## config.mk

```make
export PLATFORM = sky130hd
export DESIGN_NAME = waveform_burst_player_flat
export DESIGN_NICKNAME = d
export VERILOG_FILES = /design/src/rtl/waveform_burst_player_if.sv /design/src/rtl/waveform_burst_player.sv /design/src/flat_wrapper.sv
export SDC_FILE = /design/constraint.sdc
export NUM_CORES = 1
export LEC_CHECK = 0
export BUFFER_PORTS_ARGS = -buffer_cell sky130_fd_sc_hd__buf_2
export CAP_MARGIN = 20
export CORE_MARGIN = 2
export CORE_UTILIZATION = 50
export CTS_BUF_LIST = sky130_fd_sc_hd__clkbuf_16
export DETAILED_ROUTE_END_ITERATION = 16
export PLACE_DENSITY_LB_ADDON = 0.08
export SLEW_MARGIN = 20
export SYNTH_ARGS = -nofsm -noshare
export SYNTH_HDL_FRONTEND = slang
export SYNTH_SLANG_ARGS = --single-unit
```

## constraint.sdc

```tcl
create_clock -name Clock -period 3.6 [get_ports Clock]
set_clock_uncertainty 0.1 [all_clocks]
set_input_delay 0.36 -clock Clock [delete_from_list [all_inputs] [get_ports Clock]]
set_output_delay 0.36 -clock Clock [all_outputs]
set_load 0.01 [all_outputs]
```

## src/rtl/waveform_burst_player_if.sv

```systemverilog
// Trigger/config/playback bundle between the trigger path (master)
// and the burst player (slave).
interface waveform_burst_player_if #(
   parameter int ADDR_W = 14,
   parameter int CNT_W  = 16
);
   logic              Trig_Ctrl_Sin;
   logic [ADDR_W-1:0] Start_Addr_Vin;
   logic [ADDR_W-1:0] Stop_Addr_Vin;
   logic [CNT_W-1:0]  Burst_Num_Vin;
   logic [7:0]        Step_Div_Vin;
   logic [ADDR_W-1:0] Addr_Vout;
   logic              Rd_En_Sout;
   logic              Busy_Sout;
   logic              Ending_Sout;
   logic [CNT_W-1:0]  Cycle_Cnt_Vout;

   modport master (
      output Trig_Ctrl_Sin, Start_Addr_Vin, Stop_Addr_Vin, Burst_Num_Vin, Step_Div_Vin,
      input  Addr_Vout, Rd_En_Sout, Busy_Sout, Ending_Sout, Cycle_Cnt_Vout
   );

   modport slave (
      input  Trig_Ctrl_Sin, Start_Addr_Vin, Stop_Addr_Vin, Burst_Num_Vin, Step_Div_Vin,
      output Addr_Vout, Rd_En_Sout, Busy_Sout, Ending_Sout, Cycle_Cnt_Vout
   );
endinterface

```

## src/rtl/waveform_burst_player.sv

```systemverilog
// Burst playback sequencer: on a trigger rising edge, steps waveform addresses
// Start..Stop for a programmed number of cycles, then pulses Ending.
module waveform_burst_player #(
   parameter int ADDR_W = 14,
   parameter int CNT_W  = 16
) (
   input logic                    Clock,
   input logic                    Reset,
   waveform_burst_player_if.slave bus
);
   typedef enum logic [1:0] {IDLE, PLAY, DONE} state_t;

   state_t            state;
   logic              trig_d;
   logic [ADDR_W-1:0] start_lat;
   logic [ADDR_W-1:0] stop_lat;
   logic [CNT_W-1:0]  burst_lat;
   logic [7:0]        div_lat;
   logic [7:0]        div_cnt;
   logic [ADDR_W-1:0] addr;
   logic [CNT_W-1:0]  cycle_cnt;
   logic              rd_en;
   logic              busy;
   logic              ending;

   // Config is latched at start so input changes mid-burst have no effect;
   // an abort (trigger low) outranks any address step or completion.
   always_ff @(posedge Clock) begin
      if (Reset) begin
         state     <= IDLE;
         trig_d    <= 1'b0;
         start_lat <= '0;
         stop_lat  <= '0;
         burst_lat <= '0;
         div_lat   <= '0;
         div_cnt   <= '0;
         addr      <= '0;
         cycle_cnt <= '0;
         rd_en     <= 1'b0;
         busy      <= 1'b0;
         ending    <= 1'b0;
      end else begin
         trig_d <= bus.Trig_Ctrl_Sin;
         ending <= 1'b0;
         case (state)
            IDLE: begin
               if (bus.Trig_Ctrl_Sin && !trig_d) begin
                  start_lat <= bus.Start_Addr_Vin;
                  stop_lat  <= bus.Stop_Addr_Vin;
                  burst_lat <= bus.Burst_Num_Vin;
                  div_lat   <= bus.Step_Div_Vin;
                  addr      <= bus.Start_Addr_Vin;
                  cycle_cnt <= '0;
                  div_cnt   <= '0;
                  rd_en     <= 1'b1;
                  busy      <= 1'b1;
                  state     <= PLAY;
               end
            end
            PLAY: begin
               if (!bus.Trig_Ctrl_Sin) begin
                  rd_en <= 1'b0;
                  busy  <= 1'b0;
                  state <= IDLE;
               end else if (div_cnt == div_lat) begin
                  div_cnt <= '0;
                  if (addr == stop_lat) begin
                     addr      <= start_lat;
                     cycle_cnt <= cycle_cnt + CNT_W'(1);
                     if ((burst_lat != '0) && ((cycle_cnt + CNT_W'(1)) == burst_lat)) begin
                        rd_en  <= 1'b0;
                        busy   <= 1'b0;
                        ending <= 1'b1;
                        state  <= DONE;
                     end
                  end else begin
                     addr <= addr + ADDR_W'(1);
                  end
               end else begin
                  div_cnt <= div_cnt + 8'd1;
               end
            end
            DONE: begin
               if (!bus.Trig_Ctrl_Sin) begin
                  state <= IDLE;
               end
            end
            default: state <= IDLE;
         endcase
      end
   end

   assign bus.Addr_Vout      = addr;
   assign bus.Rd_En_Sout     = rd_en;
   assign bus.Busy_Sout      = busy;
   assign bus.Ending_Sout    = ending;
   assign bus.Cycle_Cnt_Vout = cycle_cnt;
endmodule

```

## src/flat_wrapper.sv

```systemverilog
// flat-port wrapper written by rule: the top's interface ports become plain ports
module waveform_burst_player_flat 
#(
   parameter int ADDR_W = 14,
   parameter int CNT_W  = 16
)
  (Clock, Reset, bus_Trig_Ctrl_Sin, bus_Start_Addr_Vin, bus_Stop_Addr_Vin, bus_Burst_Num_Vin, bus_Step_Div_Vin, bus_Addr_Vout, bus_Rd_En_Sout, bus_Busy_Sout, bus_Ending_Sout, bus_Cycle_Cnt_Vout);
  waveform_burst_player_if #(.ADDR_W(ADDR_W), .CNT_W(CNT_W)) bus_i ();
  input logic Clock;
  input logic Reset;
  input wire logic [$bits(bus_i.Trig_Ctrl_Sin)-1:0] bus_Trig_Ctrl_Sin;
  input wire logic [$bits(bus_i.Start_Addr_Vin)-1:0] bus_Start_Addr_Vin;
  input wire logic [$bits(bus_i.Stop_Addr_Vin)-1:0] bus_Stop_Addr_Vin;
  input wire logic [$bits(bus_i.Burst_Num_Vin)-1:0] bus_Burst_Num_Vin;
  input wire logic [$bits(bus_i.Step_Div_Vin)-1:0] bus_Step_Div_Vin;
  output wire logic [$bits(bus_i.Addr_Vout)-1:0] bus_Addr_Vout;
  output wire logic [$bits(bus_i.Rd_En_Sout)-1:0] bus_Rd_En_Sout;
  output wire logic [$bits(bus_i.Busy_Sout)-1:0] bus_Busy_Sout;
  output wire logic [$bits(bus_i.Ending_Sout)-1:0] bus_Ending_Sout;
  output wire logic [$bits(bus_i.Cycle_Cnt_Vout)-1:0] bus_Cycle_Cnt_Vout;
  assign bus_i.Trig_Ctrl_Sin = bus_Trig_Ctrl_Sin;
  assign bus_i.Start_Addr_Vin = bus_Start_Addr_Vin;
  assign bus_i.Stop_Addr_Vin = bus_Stop_Addr_Vin;
  assign bus_i.Burst_Num_Vin = bus_Burst_Num_Vin;
  assign bus_i.Step_Div_Vin = bus_Step_Div_Vin;
  assign bus_Addr_Vout = bus_i.Addr_Vout;
  assign bus_Rd_En_Sout = bus_i.Rd_En_Sout;
  assign bus_Busy_Sout = bus_i.Busy_Sout;
  assign bus_Ending_Sout = bus_i.Ending_Sout;
  assign bus_Cycle_Cnt_Vout = bus_i.Cycle_Cnt_Vout;
  waveform_burst_player #(.ADDR_W(ADDR_W), .CNT_W(CNT_W)) u_core (.Clock(Clock), .Reset(Reset), .bus(bus_i));
endmodule
```

# [Yosys cells after proc, flatten, opt, wreduce, memory -nomap -nowiden]
# Index checks and enable logic that the tools add are counted.
[totals] romBits=0 mem_bits_rw=0 latch_bits=0 out_inout_bits=33 word_cells=72 input_bits=55 mem_count=0 regBits=95
[op_classes] n_reduce_logical=13 n_mul=0 n_div=0 n_addsub=3 mux=28 order_cmp=0 eq_ne=13 shift=0 bitwise_logic=4
[op_table] operator="$mux W16" count=4
[op_table] operator="$mux W14" count=4
[op_table] operator="$pmux W16 S2" count=1
[op_table] operator="$pmux W14 S2" count=1
[op_table] operator="$mux W8" count=3
[op_table] operator="$add A16 B1 Y16 const B" count=1
[op_table] operator="$eq A16 B16 Y1" count=1
[op_table] operator="$pmux W8 S2" count=1
[op_table] operator="$reduce_bool A16 Y1" count=1
[op_table] operator="$reduce_and A5 Y1" count=3
[op_table] operator="$add A14 B1 Y14 const B" count=1
[op_table] operator="$eq A14 B14 Y1" count=1
[op_table] operator="$mux W2" count=6
[op_table] operator="$ne A3 B2 Y1 const B" count=3
[op_table] operator="$add A8 B1 Y8 const B" count=1
[op_table] operator="$eq A8 B8 Y1" count=1
[op_table] operator="$mux W1" count=6
[op_table] operator="$ne A2 B1 Y1 const B" count=3
[op_table] operator="$pmux W2 S3" count=1
[op_table] operator="$reduce_or A5 Y1" count=1
[op_table] operator="$ne A2 B2 Y1 const B" count=2
[op_table] operator="$not A1 Y1" count=4
[op_table] operator="$reduce_and A4 Y1" count=1
[op_table] operator="$reduce_and A3 Y1" count=1
[op_table] operator="8 further kinds" count=9

# [Logic depth before layout (Yosys ltp)]
# Gate-level depths: netlist of run 1.
[logic_depth] word_depth=8 depth_mapped=9

# [Least setup slack after synthesis of run 1]
# OpenSTA, ideal clock, no wires.
[synth_path] path_kind="reg2reg" start="register u_core.cycle_cnt[0], in the netlist u_core.bus.Cycle_Cnt_Vout[0]" end="register u_core.state[1]" required_time_ns=3.441 arrival_time_ns=2.149 setup_ns=0.059 setup_slack_ns=1.292 path_stages_with_launch=8 n_path_buf=0 synth_period_minus_slack_ns=2.308 cell_sequence="dfxtp_1 -> ha_1 -> nand3_4 -> or3_1 -> a2bb2oi_1 -> o2111ai_1 -> nor4_2 -> a31o_1"
[synth_via] elab_chain_cells=5
[synth_lines] item="from (decl)" line="waveform_burst_player.sv:21" source="logic [CNT_W-1:0] cycle_cnt;"
[synth_lines] item="from (signal assigned)" line="waveform_burst_player.sv:69" source="cycle_cnt <= cycle_cnt + CNT_W'(1);"
[synth_lines] item="$add A16 B1 Y16" line="waveform_burst_player.sv:70" source="if ((burst_lat != '0) && ((cycle_cnt + CNT_W'(1)) == burst_lat)) begin"
[synth_lines] item="$eq A16 B16 Y1" line="waveform_burst_player.sv:70"
[synth_lines] item="$logic_and A1 B1 Y1" line="waveform_burst_player.sv:70"
[synth_lines] item="$ne A3 B2 Y1 (no source line)"
[synth_lines] item="$reduce_and A5 Y1 (no source line)"
[synth_lines] item="to (signal assigned)" line="waveform_burst_player.sv:64" source="state <= IDLE;"
[synth_lines] item="to (signal assigned)" line="waveform_burst_player.sv:74" source="state <= DONE;"
[synth_lines] item="to (signal assigned)" line="waveform_burst_player.sv:85" source="state <= IDLE;"
[synth_lines] item="to (decl)" line="waveform_burst_player.sv:13" source="state_t state;"
# Every way passes these cells.
# A chain may end at the register's enable or synchronous reset.

# [Worst setup path in the final report of run 1]
[layout_path] start="register u_core.addr[2], in the netlist u_core.bus.Addr_Vout[2]" end="register u_core.cycle_cnt[6], in the netlist u_core.bus.Cycle_Cnt_Vout[6]"
[layout_via] elab_chain_cells=3
[layout_lines] item="from (decl)" line="waveform_burst_player.sv:20" source="logic [ADDR_W-1:0] addr;"
[layout_lines] item="from (signal assigned)" line="waveform_burst_player.sv:52" source="addr <= bus.Start_Addr_Vin;"
[layout_lines] item="from (signal assigned)" line="waveform_burst_player.sv:68" source="addr <= start_lat;"
[layout_lines] item="from (signal assigned)" line="waveform_burst_player.sv:77" source="addr <= addr + ADDR_W'(1);"
[layout_lines] item="$eq A14 B14 Y1" line="waveform_burst_player.sv:67" source="if (addr == stop_lat) begin"
[layout_lines] item="$ne A2 B1 Y1 (no source line)"
[layout_lines] item="$reduce_and A5 Y1 (no source line)"
# Every way passes these cells.

==> results of run 1 <==
==> kinds of logic after synthesis <==
logic type               Yosys count
multiplexers                       1
AND/OR/NAND/NOR                  255
adder cells (fa/ha/maj)            3
XOR/XNOR                          63
AO/OA/AOI/OAI                    161
flip-flops                        95
buffers and inverters             57
==> power breakdown <==
part	switching [W]	internal, W
registers	0.0000561	0.00110
clock network	0.000426	0.000463
logic	0.000207	0.000144
==> worst register-to-register path, delay by kind of cell (launching register included) <==
| family | cells | cell delay [ns] |
|---|---|---|
| and+or+nand+nor | 4 | 1.64 |
| AOI/OAI and AO/OA | 1 | 0.16 |
| xor gates and xnor gates | 1 | 0.15 |
| DFF | 1 | 0.51 |
==> sequential cells by signal, indices dropped and copies added, names as in the netlist <==
name and flops:
u_core.burst_lat 16, u_core.stop_lat 14, u_core.start_lat 14, u_core.trig_d 1, u_core.bus.Rd_En_Sout 1, u_core.state 2
u_core.bus.Addr_Vout 14, u_core.bus.Cycle_Cnt_Vout 16, u_core.bus.Ending_Sout 1, u_core.div_cnt 8, u_core.div_lat 8
==> cells in the mapped netlist, types with 2 or more instances <==
cell type,instances
a31o_2,3
ha_1,3
nand3_4,2
or3_1,5
a21oi_1,71
or2_2,5
o21ai_0,29
xnor2_1,48
inv_1,11
a311oi_1,4
nor2b_1,3
xor2_1,14
o211ai_1,9
o21a_1,4
a41oi_1,2
clkbuf_1,34
nor4_1,8
nand4b_1,2
a21o_1,2
buf_2,5
nor3_1,11
nand3_1,12
nand2_1,135
and3_1,6
o221a_2,2
nor2_1,17
a31oi_1,23
dfxtp_1,95
and4_1,7
a211o_1,2
buf_4,5
nor4_4,3
and2_1,3
nand2b_1,9
or3b_1,3
nand4_1,16
==> layer usage <==
layer	wire (µm)	global-route usage [%]	part of all wire [%]	vias up
met2	6575	41.78	47	151
met4	182	9.363	1.3	0
li1	-	-	-	2363
met1	6342	35.13	46	2260
met3	831	3.822	6.0	14
met5	0	0	0	-
==> worst min-delay path by stage <==
stage,from,end,slack (ns),cells after the start
after floorplan,u_core.start_lat[2],u_core.start_lat[2],0.33,2
after global placement,u_core.start_lat[6],u_core.start_lat[6],0.34,2
after detailed placement,u_core.start_lat[4],u_core.start_lat[4],0.34,2
after CTS,bus_Step_Div_Vin[3],u_core.div_lat[3],0.14,3
after global routing,bus_Step_Div_Vin[0],u_core.div_lat[0],0.15,3
final,bus_Burst_Num_Vin[3],u_core.burst_lat[3],0.15,3
==> stage by stage <==
stage | worst slack (ns) | hold slack, ns | util [%]
2_1_floorplan | 1.292 | 0.3312 | -
5_1_grt | 0.7675 | 0.1508 | 59.14
4_1_cts | 0.9786 | 0.1400 | 59.14
6_report | 0.9626 | 0.1469 | 59.14
3_5_place_dp | 1.017 | 0.3444 | 56.44
3_3_place_gp | 1.100 | 0.3381 | 56.44
==> cell type report <==
class | instances | area (µm²) | area share, %
multi-input cells | 483 | 2892 | 50.02
well taps | 133 | 166.4 | 2.879
repair buffers | 96 | 515.5 | 8.918
inverters | 11 | 41.29 | 0.7143
clock buffers | 9 | 225.2 | 3.896
flip-flops and latches | 95 | 1902 | 32.90
clock inverters | 7 | 38.79 | 0.6710
==> impl_metrics.json, run 1 <==
{
  "hold_class": "in2reg",
  "fin_nets": 754,
  "overflow": 0,
  "drtPass1Iterations": 5,
  "synth-compound-area-share_pct": 19.11,
  "placement.cell_area_um2": 5517,
  "antenna_left": 0,
  "power_w": 0.002398,
  "via_per_inst": 5.741,
  "die_area_um2": 10890,
  "synth-seq-cells": 95,
  "vias": 4788,
  "r2r_cells": 6,
  "cp_data_arrival_time_ns": 2.81,
  "tightest_slew_ns": 0.8641,
  "cts_setup_buffers": 0,
  "postCtsHoldBufs": 0,
  "drive_gt1_share_pct": 18.83,
  "max_freq_mhz": 379.2,
  "synth-main-ff-cell": "dfxtp_1",
  "fin_area_um2": 5781,
  "synth_top_area_share_pct": 37.76,
  "fin_crit_sh_pct": 73.26,
  "synth-seq-area-share_pct": 37.76,
  "path_depth": 6,
  "cp.required_ns": 3.78,
  "fp.coreArea_um2": 9774,
  "hold_viol_final": 0,
  "crit_end": "u_core.bus.Cycle_Cnt_Vout[6]",
  "initial_core_util_pct": 51.52,
  "ir_drop_uv": 243.5,
  "drcViolationCount": 0,
  "crit_path_cell_trace": "xnor2_2, nand4_1, nor4_4, nand3_2, or4_1, a21oi_1",
  "grt_usage_pct": 25.88,
  "synth_fa_ha_area_share_pct": 0.7453,
  "cts_buffers": 9,
  "wl_per_cell_um": 16.71,
  "rr_endpoint": "u_core.bus.Cycle_Cnt_Vout[6]",
  "syn_avg_cell_area_um2": 7.931,
  "slew_viol_final": 0,
  "mostFrequentLayoutCells": "nand2_1 (135), dfxtp_1 (95), buf_2 (87), a21oi_1 (71), xnor2_1 (48)",
  "power.density_nw_per_um2": 414.8,
  "yosysTopAreaCell": "dfxtp_1",
  "crit_slowest_cell": "nor4_4",
  "synth_area_um2": 5036,
  "cts-resized-gates": 0,
  "place_hpwl_mm": 9.669,
  "cts_tree": "built",
  "yosys-top-cells-area": "dfxtp_1 (38%), nand2_1 (10%), xnor2_1 (8.3%)",
  "nFillCells": 953,
  "place_congestion": 0.8767,
  "drv_cap": 0,
  "h-tree-depth": 3,
  "status": "completed",
  "syn-num-nets": 693,
  "drt_wl_total_mm": 13.93,
  "areaGrowthSynthToFinish_pct": 14.78,
  "stdcell_count": 834,
  "reg2reg_from": "u_core.bus.Addr_Vout[2]",
  "final_common_cell": "nand2_1",
  "path_max_fanout": 10,
  "antennaDiodeCount": 0,
  "clk_pin_slew_ns": 0.07,
  "grt_antenna_before_repair": 0,
  "synth-simple-area-share_pct": 26.16,
  "leakage_nw": 2.214,
  "cpLargestDelayFamily": "simple AND/OR/NAND/NOR gates",
  "portBuffers": 87,
  "ys_warn_count": 0,
  "path_class": "reg2reg",
  "clkSinkCount": 95,
  "cp-start-kind": "flip-flop",
  "num_io_pins": 88,
  "insertion_delay_ns": 0.35,
  "crit_buf_inv": 0,
  "period_needed_ns": 2.637,
  "die_x_um": 104.4,
  "grt_max_degree": 54,
  "cp_slowest_stage_delay_ns": 0.60,
  "die_h_um": 104.4,
  "r2r_setup_slack_ns": 0.96,
  "cts_buffer_depth": 2,
  "grt_pass1_vias": 4507,
  "crit_path_end_kind": "flip-flop",
  "synth_async_sr_flop_share_pct": 0,
  "rsz0062_at_grt": "no",
  "yosysUniqueCellTypes": 58,
  "grt_pass1_wl_mm": 22.78,
  "setup_viol": 0,
  "synthXorXnorAreaFrac_pct": 11.11,
  "rows": 36,
  "startpoint": "u_core.bus.Addr_Vout[2]",
  "fin_setup_tns_ns": 0,
  "synth_top_family_by_area": "simple AND/OR/NAND/NOR gates",
  "drt_iter0_drc": 295,
  "synth_edf_count": 0,
  "slew_headroom_pct": 42.39,
  "cts_root_buffer": "clkbuf_16",
  "netlist_instances": 635,
  "muxShareOfSynthArea_pct": 0.1988,
  "dp_cells": 818
}
Note: power is estimated with default switching activity, not from simulation.
==> run 2, diff against run 1 <==
--- a/config.mk
+++ b/config.mk
@@ -5,6 +5,7 @@
 export SDC_FILE = /design/constraint.sdc
 export NUM_CORES = 1
 export LEC_CHECK = 0
+export ABC_AREA = 1
 export BUFFER_PORTS_ARGS = -buffer_cell sky130_fd_sc_hd__buf_2
 export CAP_MARGIN = 20
 export CORE_MARGIN = 2
==> constraint.sdc (replaced) <==
create_clock -name Clock -period 2.4 [get_ports Clock]
set_clock_uncertainty 0.1 [all_clocks]
set_input_delay 0.24 -clock Clock [delete_from_list [all_inputs] [get_ports Clock]]
set_output_delay 0.24 -clock Clock [all_outputs]
set_load 0.01 [all_outputs]
==> impl_metrics.json, run 2 <==
{
  "rows": 36,
  "cts_root_buffer": "clkbuf_16",
  "slew_viol_final": 0,
  "cp_slowest_stage_delay_ns": 0.37,
  "synth_async_sr_flop_share_pct": 0,
  "netlist_instances": 752,
  "drv_cap": 0,
  "drtPass1Iterations": 5,
  "syn-num-nets": 810,
  "ys_warn_count": 0,
  "antenna_left": 0,
  "top_usage_layer": "met2",
  "die_h_um": 105.3,
  "synth-seq-area-share_pct": 37.10,
  "crit_path_cell_trace": "ha_1, nand2_2, nor2_4, nand2_2, nand2_1, nand2_1, nand2_1, nand3_1, nor2_2, nand2_1, nor2_1, nand2_1, nand2_2, nand2_1, nand2_1, a21oi_1",
  "grt_max_degree": 75,
  "areaGrowthSynthToFinish_pct": 16.70,
  "cts_tree": "built",
  "drt_wl_total_mm": 13.98,
  "mostFrequentLayoutCells": "nor2_1 (128), nand2_1 (116), dfxtp_1 (93), buf_2 (87), o21ai_0 (84)",
  "fin_crit_sh_pct": 86.12,
  "final_util_pct": 60.64,
  "ir_drop_uv": 600.1,
  "h-tree-depth": 3,
  "num_io_pins": 88,
  "max_freq_mhz": 483.8,
  "clkSinkCount": 95,
  "synth_top_area_share_pct": 37.10,
  "grt_pass1_wl_mm": 23.29,
  "insertion_delay_ns": 0.35,
  "portBuffers": 87,
  "yosysUniqueCellTypes": 44,
  "grt_antenna_before_repair": 0,
  "antennaDiodeCount": 0,
  "period_needed_ns": 2.067,
  "leakage_nw": 2.610,
  "hold_class": "in2reg",
  "status": "completed",
  "cts_buffers": 9,
  "fin_setup_tns_ns": 0,
  "place_ws_ns": 0.2813,
  "cp_common_cell": "nand2_1",
  "yosys-top-cells-area": "dfxtp_1 (37%), nor2_1 (9.5%), nand2_1 (8.6%)",
  "overflow": 0,
  "die_x_um": 105.3,
  "synth_area_um2": 5126,
  "initial_core_util_pct": 51.97,
  "cp.required_ns": 2.53,
  "path_max_fanout": 6,
  "netlist_top_cells_count": "nor2_1 (130), nand2_1 (117), dfxtp_1 (95), o21ai_0 (84), a21oi_1 (65)",
  "fin_nets": 885,
  "power_w": 0.004440,
  "cp-start-kind": "flip-flop",
  "path_class": "reg2reg",
  "globalRouteMet2Util_pct": 45.39,
  "slew_headroom_pct": 71.13,
  "cts_buffer_depth": 2,
  "via_per_inst": 5.360,
  "fp.coreArea_um2": 9864,
  "grt_usage_pct": 26.22,
  "tightest_slew_ns": 0.4331,
  "power.density_nw_per_um2": 742.3,
  "nFillCells": 930,
  "syn_avg_cell_area_um2": 6.817,
  "clk_pin_slew_ns": 0.07,
  "synth_edf_count": 0,
  "postCtsHoldBufs": 0,
  "vias": 5167,
  "die_area_um2": 11080,
  "rsz0062_at_grt": "no",
  "place_hpwl_mm": 9.748,
  "use_met1_pct": 31.89,
  "crit_slowest_cell": "dfxtp_2",
  "crit_path_end_kind": "flip-flop",
  "grt_pass1_vias": 4782,
  "setup_viol": 0,
  "synth-seq-cells": 95,
  "fin_ws_ns": 0.3331,
  "yosysTopAreaCell": "dfxtp_1",
  "drcViolationCount": 0,
  "drt_iter0_drc": 299,
  "wl_per_cell_um": 14.50,
  "drive_gt1_share_pct": 18.53,
  "place_congestion": 0.9073,
  "yosysMostFrequentCell": "nor2_1",
  "final_common_cell": "nor2_1",
  "synth-main-ff-cell": "dfxtp_1",
  "grtUsageMet3_pct": 6.061,
  "hold_viol_final": 0,
  "cp_data_arrival_time_ns": 2.20
}
## run 2: cell types whose count changed after synthesis, sizes merged, moves of 9 or more
| cell | previous run | this run |
|---|---|---|
| nor2 | 18 | 140 |
| a31oi | 23 | 3 |
| nand3 | 15 | 39 |
| xnor2 | 49 | 11 |
| nand2b | 9 | 0 |
| clkbuf | 35 | 21 |
| nor4 | 12 | 1 |
| inv | 11 | 66 |
| o21ai | 29 | 88 |
## run 2: per-layer routing
metal  wire (µm)  vias up
met5           0        -
met4         295        0
met3         659       23
met2        6841      144
met1        6182     2385
li1            -     2615
## run 2: layout make-up
type	instances	area [µm²]	share of cell area, %
flip-flops and latches	95	1904	31.83
multi-input cells	554	2825	47.23
repair buffers	98	530.5	8.868
clock inverters	6	67.56	1.129
well taps	133	166.4	2.782
inverters	69	262.8	4.392
clock buffers	9	225.2	3.765
## run 2: power by group
group          leakage [nW]  internal (W)  total [W]  switching [W]
combinational          1.69      0.000414    0.00107       0.000654
sequential            0.783       0.00174    0.00192       0.000181
clock                 0.140      0.000810    0.00145       0.000638
## run 2: path summary, 6_finish.rpt
| check | start | end | slack, ns | depth (start not counted) |
|---|---|---|---|---|
| min | bus_Step_Div_Vin[7] | u_core.div_lat[7] | 0.04 | 3 |
| max reg2reg | u_core.bus.Cycle_Cnt_Vout[0] | u_core.bus.Rd_En_Sout | 0.33 | 16 |
| min reg2reg | u_core.start_lat[11] | u_core.start_lat[11] | 0.36 | 2 |
| max | u_core.bus.Cycle_Cnt_Vout[0] | u_core.bus.Rd_En_Sout | 0.33 | 16 |
## run 2: timing repair
action                                 CTS  global route
buffers inserted                         0             0
endpoints found under the hold margin    0             0
setup endpoints to repair                0             2
gates resized for setup                  0             4
## run 2: kinds of logic after synthesis
family	after synthesis	share of synthesized area, %
compound gates	175	18.09
xor+xnor	26	4.979
fa+ha+maj	3	0.7323
buf+inv	103	7.932
flops	95	37.10
simple gates	350	31.17
## run 2: through the flow
step                std cells  area (µm²)  hold slack [ns]
CTS                       964        5974          0.02184
finish                    964        5982          0.03600
global placement          949        5682           0.3441
detailed placement        949        5682           0.3474
global route              964        5982          0.04211
floorplan                 752        5126           0.3066
## run 2: critical path: cells and delay by family, from the launching register on
family / cells / cell delay (ns)
fa+ha+maj: 1 / 0.20
compound gates: 1 / 0.05
flops: 1 / 0.37
simple gates: 14 / 1.20
==> run 3, diff against run 2 <==
==> constraint.sdc (replaced) <==
create_clock -name Clock -period 2.39 [get_ports Clock]
set_clock_uncertainty 0.1 [all_clocks]
set_input_delay 0.239 -clock Clock [delete_from_list [all_inputs] [get_ports Clock]]
set_output_delay 0.239 -clock Clock [all_outputs]
set_load 0.01 [all_outputs]
==> impl_metrics.json, run 3 (synthesized netlist as in run 2, its figures left out) <==
{
  "grt_usage_pct": 26.03,
  "crit_slowest_cell": "dfxtp_1",
  "num_io_pins": 88,
  "rsz0062_at_grt": "no",
  "tightest_slew_ns": 0.4361,
  "cts_buffer_depth": 2,
  "overflow": 0,
  "fin_setup_tns_ns": 0,
  "drtPass1Iterations": 5,
  "slew_headroom_pct": 70.92,
  "path_max_fanout": 6,
  "hold_viol_final": 0,
  "antenna_left": 0,
  "cts_tree": "built",
  "cp.required_ns": 2.52,
  "h-tree-depth": 3,
  "mostFrequentLayoutCells": "nor2_1 (128), nand2_1 (116), dfxtp_1 (94), buf_2 (87), o21ai_0 (84)",
  "portBuffers": 87,
  "place_hpwl_mm": 9.762,
  "cp_slowest_stage_delay_ns": 0.39,
  "rows": 36,
  "slew_viol_final": 0,
  "r2r_setup_slack_ns": 0.32,
  "final_common_cell": "nor2_1",
  "startpoint": "u_core.bus.Cycle_Cnt_Vout[1]",
  "cts_root_buffer": "clkbuf_16",
  "drive_gt1_share_pct": 18.51,
  "drt_iter0_drc": 265,
  "cp-start-kind": "flip-flop",
  "via_per_inst": 5.354,
  "reg2reg_from": "u_core.bus.Cycle_Cnt_Vout[1]",
  "initial_core_util_pct": 51.97,
  "power.density_nw_per_um2": 733.9,
  "crit_end": "u_core.bus.Rd_En_Sout",
  "crit_path_end_kind": "flip-flop",
  "cp_data_arrival_time_ns": 2.20,
  "drv_cap": 0,
  "postCtsHoldBufs": 0,
  "final_util_pct": 60.49,
  "ir_drop_uv": 634.3,
  "areaGrowthSynthToFinish_pct": 16.40,
  "fin_crit_sh_pct": 86.61,
  "grt_max_degree": 75,
  "grt_pass1_vias": 4848,
  "path_class": "reg2reg",
  "r2r_cells": 16,
  "vias": 5167,
  "die_h_um": 105.3,
  "die_area_um2": 11080,
  "crit_path_cell_trace": "ha_1, nand2_2, nor2_4, nand2_2, nand2_1, nand2_1, nand2_1, nand3_1, nor2_2, nand2_1, nor2_1, nand2_1, nand2_2, nand2_1, nand2_1, a21oi_1",
  "nFillCells": 954,
  "leakage_nw": 2.605,
  "rr_endpoint": "u_core.bus.Rd_En_Sout",
  "fin_nets": 885,
  "antennaDiodeCount": 0,
  "cts_setup_buffers": 0,
  "max_freq_mhz": 483.1,
  "hold_class": "in2reg",
  "status": "completed",
  "grt_pass1_wl_mm": 23.29,
  "setup_viol": 0,
  "fp.coreArea_um2": 9864,
  "grt_antenna_before_repair": 0,
  "insertion_delay_ns": 0.36,
  "clkSinkCount": 95,
  "place_congestion": 0.9074,
  "drcViolationCount": 0,
  "clk_pin_slew_ns": 0.07,
  "cts_buffers": 9,
  "period_needed_ns": 2.070,
  "drt_wl_total_mm": 13.86,
  "cp_common_cell": "nand2_1",
  "wl_per_cell_um": 14.36,
  "die_x_um": 105.3
}
-- run 3: per-layer routing --
layer	wire (µm)	vias up	GRT usage, %
li1	-	2612	-
met1	6161	2391	31.20
met2	6597	141	44.65
met3	737	23	6.432
met4	358	0	10.19
met5	0	-	0
-- run 3: critical path: cells and delay by family (launching register included) --
family | cells | cell delay (ns)
DFF | 1 | 0.39
and+or+nand+nor | 14 | 1.18
AOI/OAI and AO/OA | 1 | 0.05
adders and majority gates | 1 | 0.22
-- run 3: power by group --
group          switching [W]  leakage (nW)  internal, W
sequential          0.000180         0.783      0.00175
clock               0.000662         0.136     0.000717
combinational       0.000654          1.69     0.000416
-- run 3: worst min path at each step --
stage                                 endpoint  cells after the start  slack, ns                 start
final                        u_core.div_lat[7]                      3       0.03   bus_Step_Div_Vin[7]
after floorplan                  u_core.trig_d                      2       0.31     bus_Trig_Ctrl_Sin
after global placement    u_core.start_lat[11]                      2       0.34  u_core.start_lat[11]
after global routing         u_core.div_lat[0]                      3       0.04   bus_Step_Div_Vin[0]
after detailed placement   u_core.start_lat[1]                      2       0.35   u_core.start_lat[1]
after CTS                    u_core.div_lat[7]                      3       0.03   bus_Step_Div_Vin[7]
-- run 3: area by class of cell --
| class | count | area, µm² | share of cell area, % |
|---|---|---|---|
| multi-input combinational | 554 | 2825 | 47.35 |
| clock inverter | 7 | 53.80 | 0.9017 |
| tap | 133 | 166.4 | 2.789 |
| inverter | 69 | 262.8 | 4.403 |
| sequential | 95 | 1903 | 31.89 |
| timing repair buffer | 98 | 530.5 | 8.891 |
| clock buffer | 9 | 225.2 | 3.774 |
-- run 3: per-stage QoR --
step	hold WS (ns)	cells	area, µm²	total power, W	setup WS, ns
after floorplan	0.3056	752	5126	0.002675	0.4645
after CTS	0.02652	965	5961	0.004404	0.2302
after global placement	0.3441	949	5682	0.003000	0.3264
after global routing	0.03994	965	5967	0.004634	0.01349
final	0.03457	965	5967	0.004379	0.3199
after detailed placement	0.3519	949	5682	0.003028	0.2447
-- run 3: timing repair --
action,in CTS,in global routing
resized for setup,0,3
hold endpoints to repair,0,0
endpoints found under the setup margin,0,2
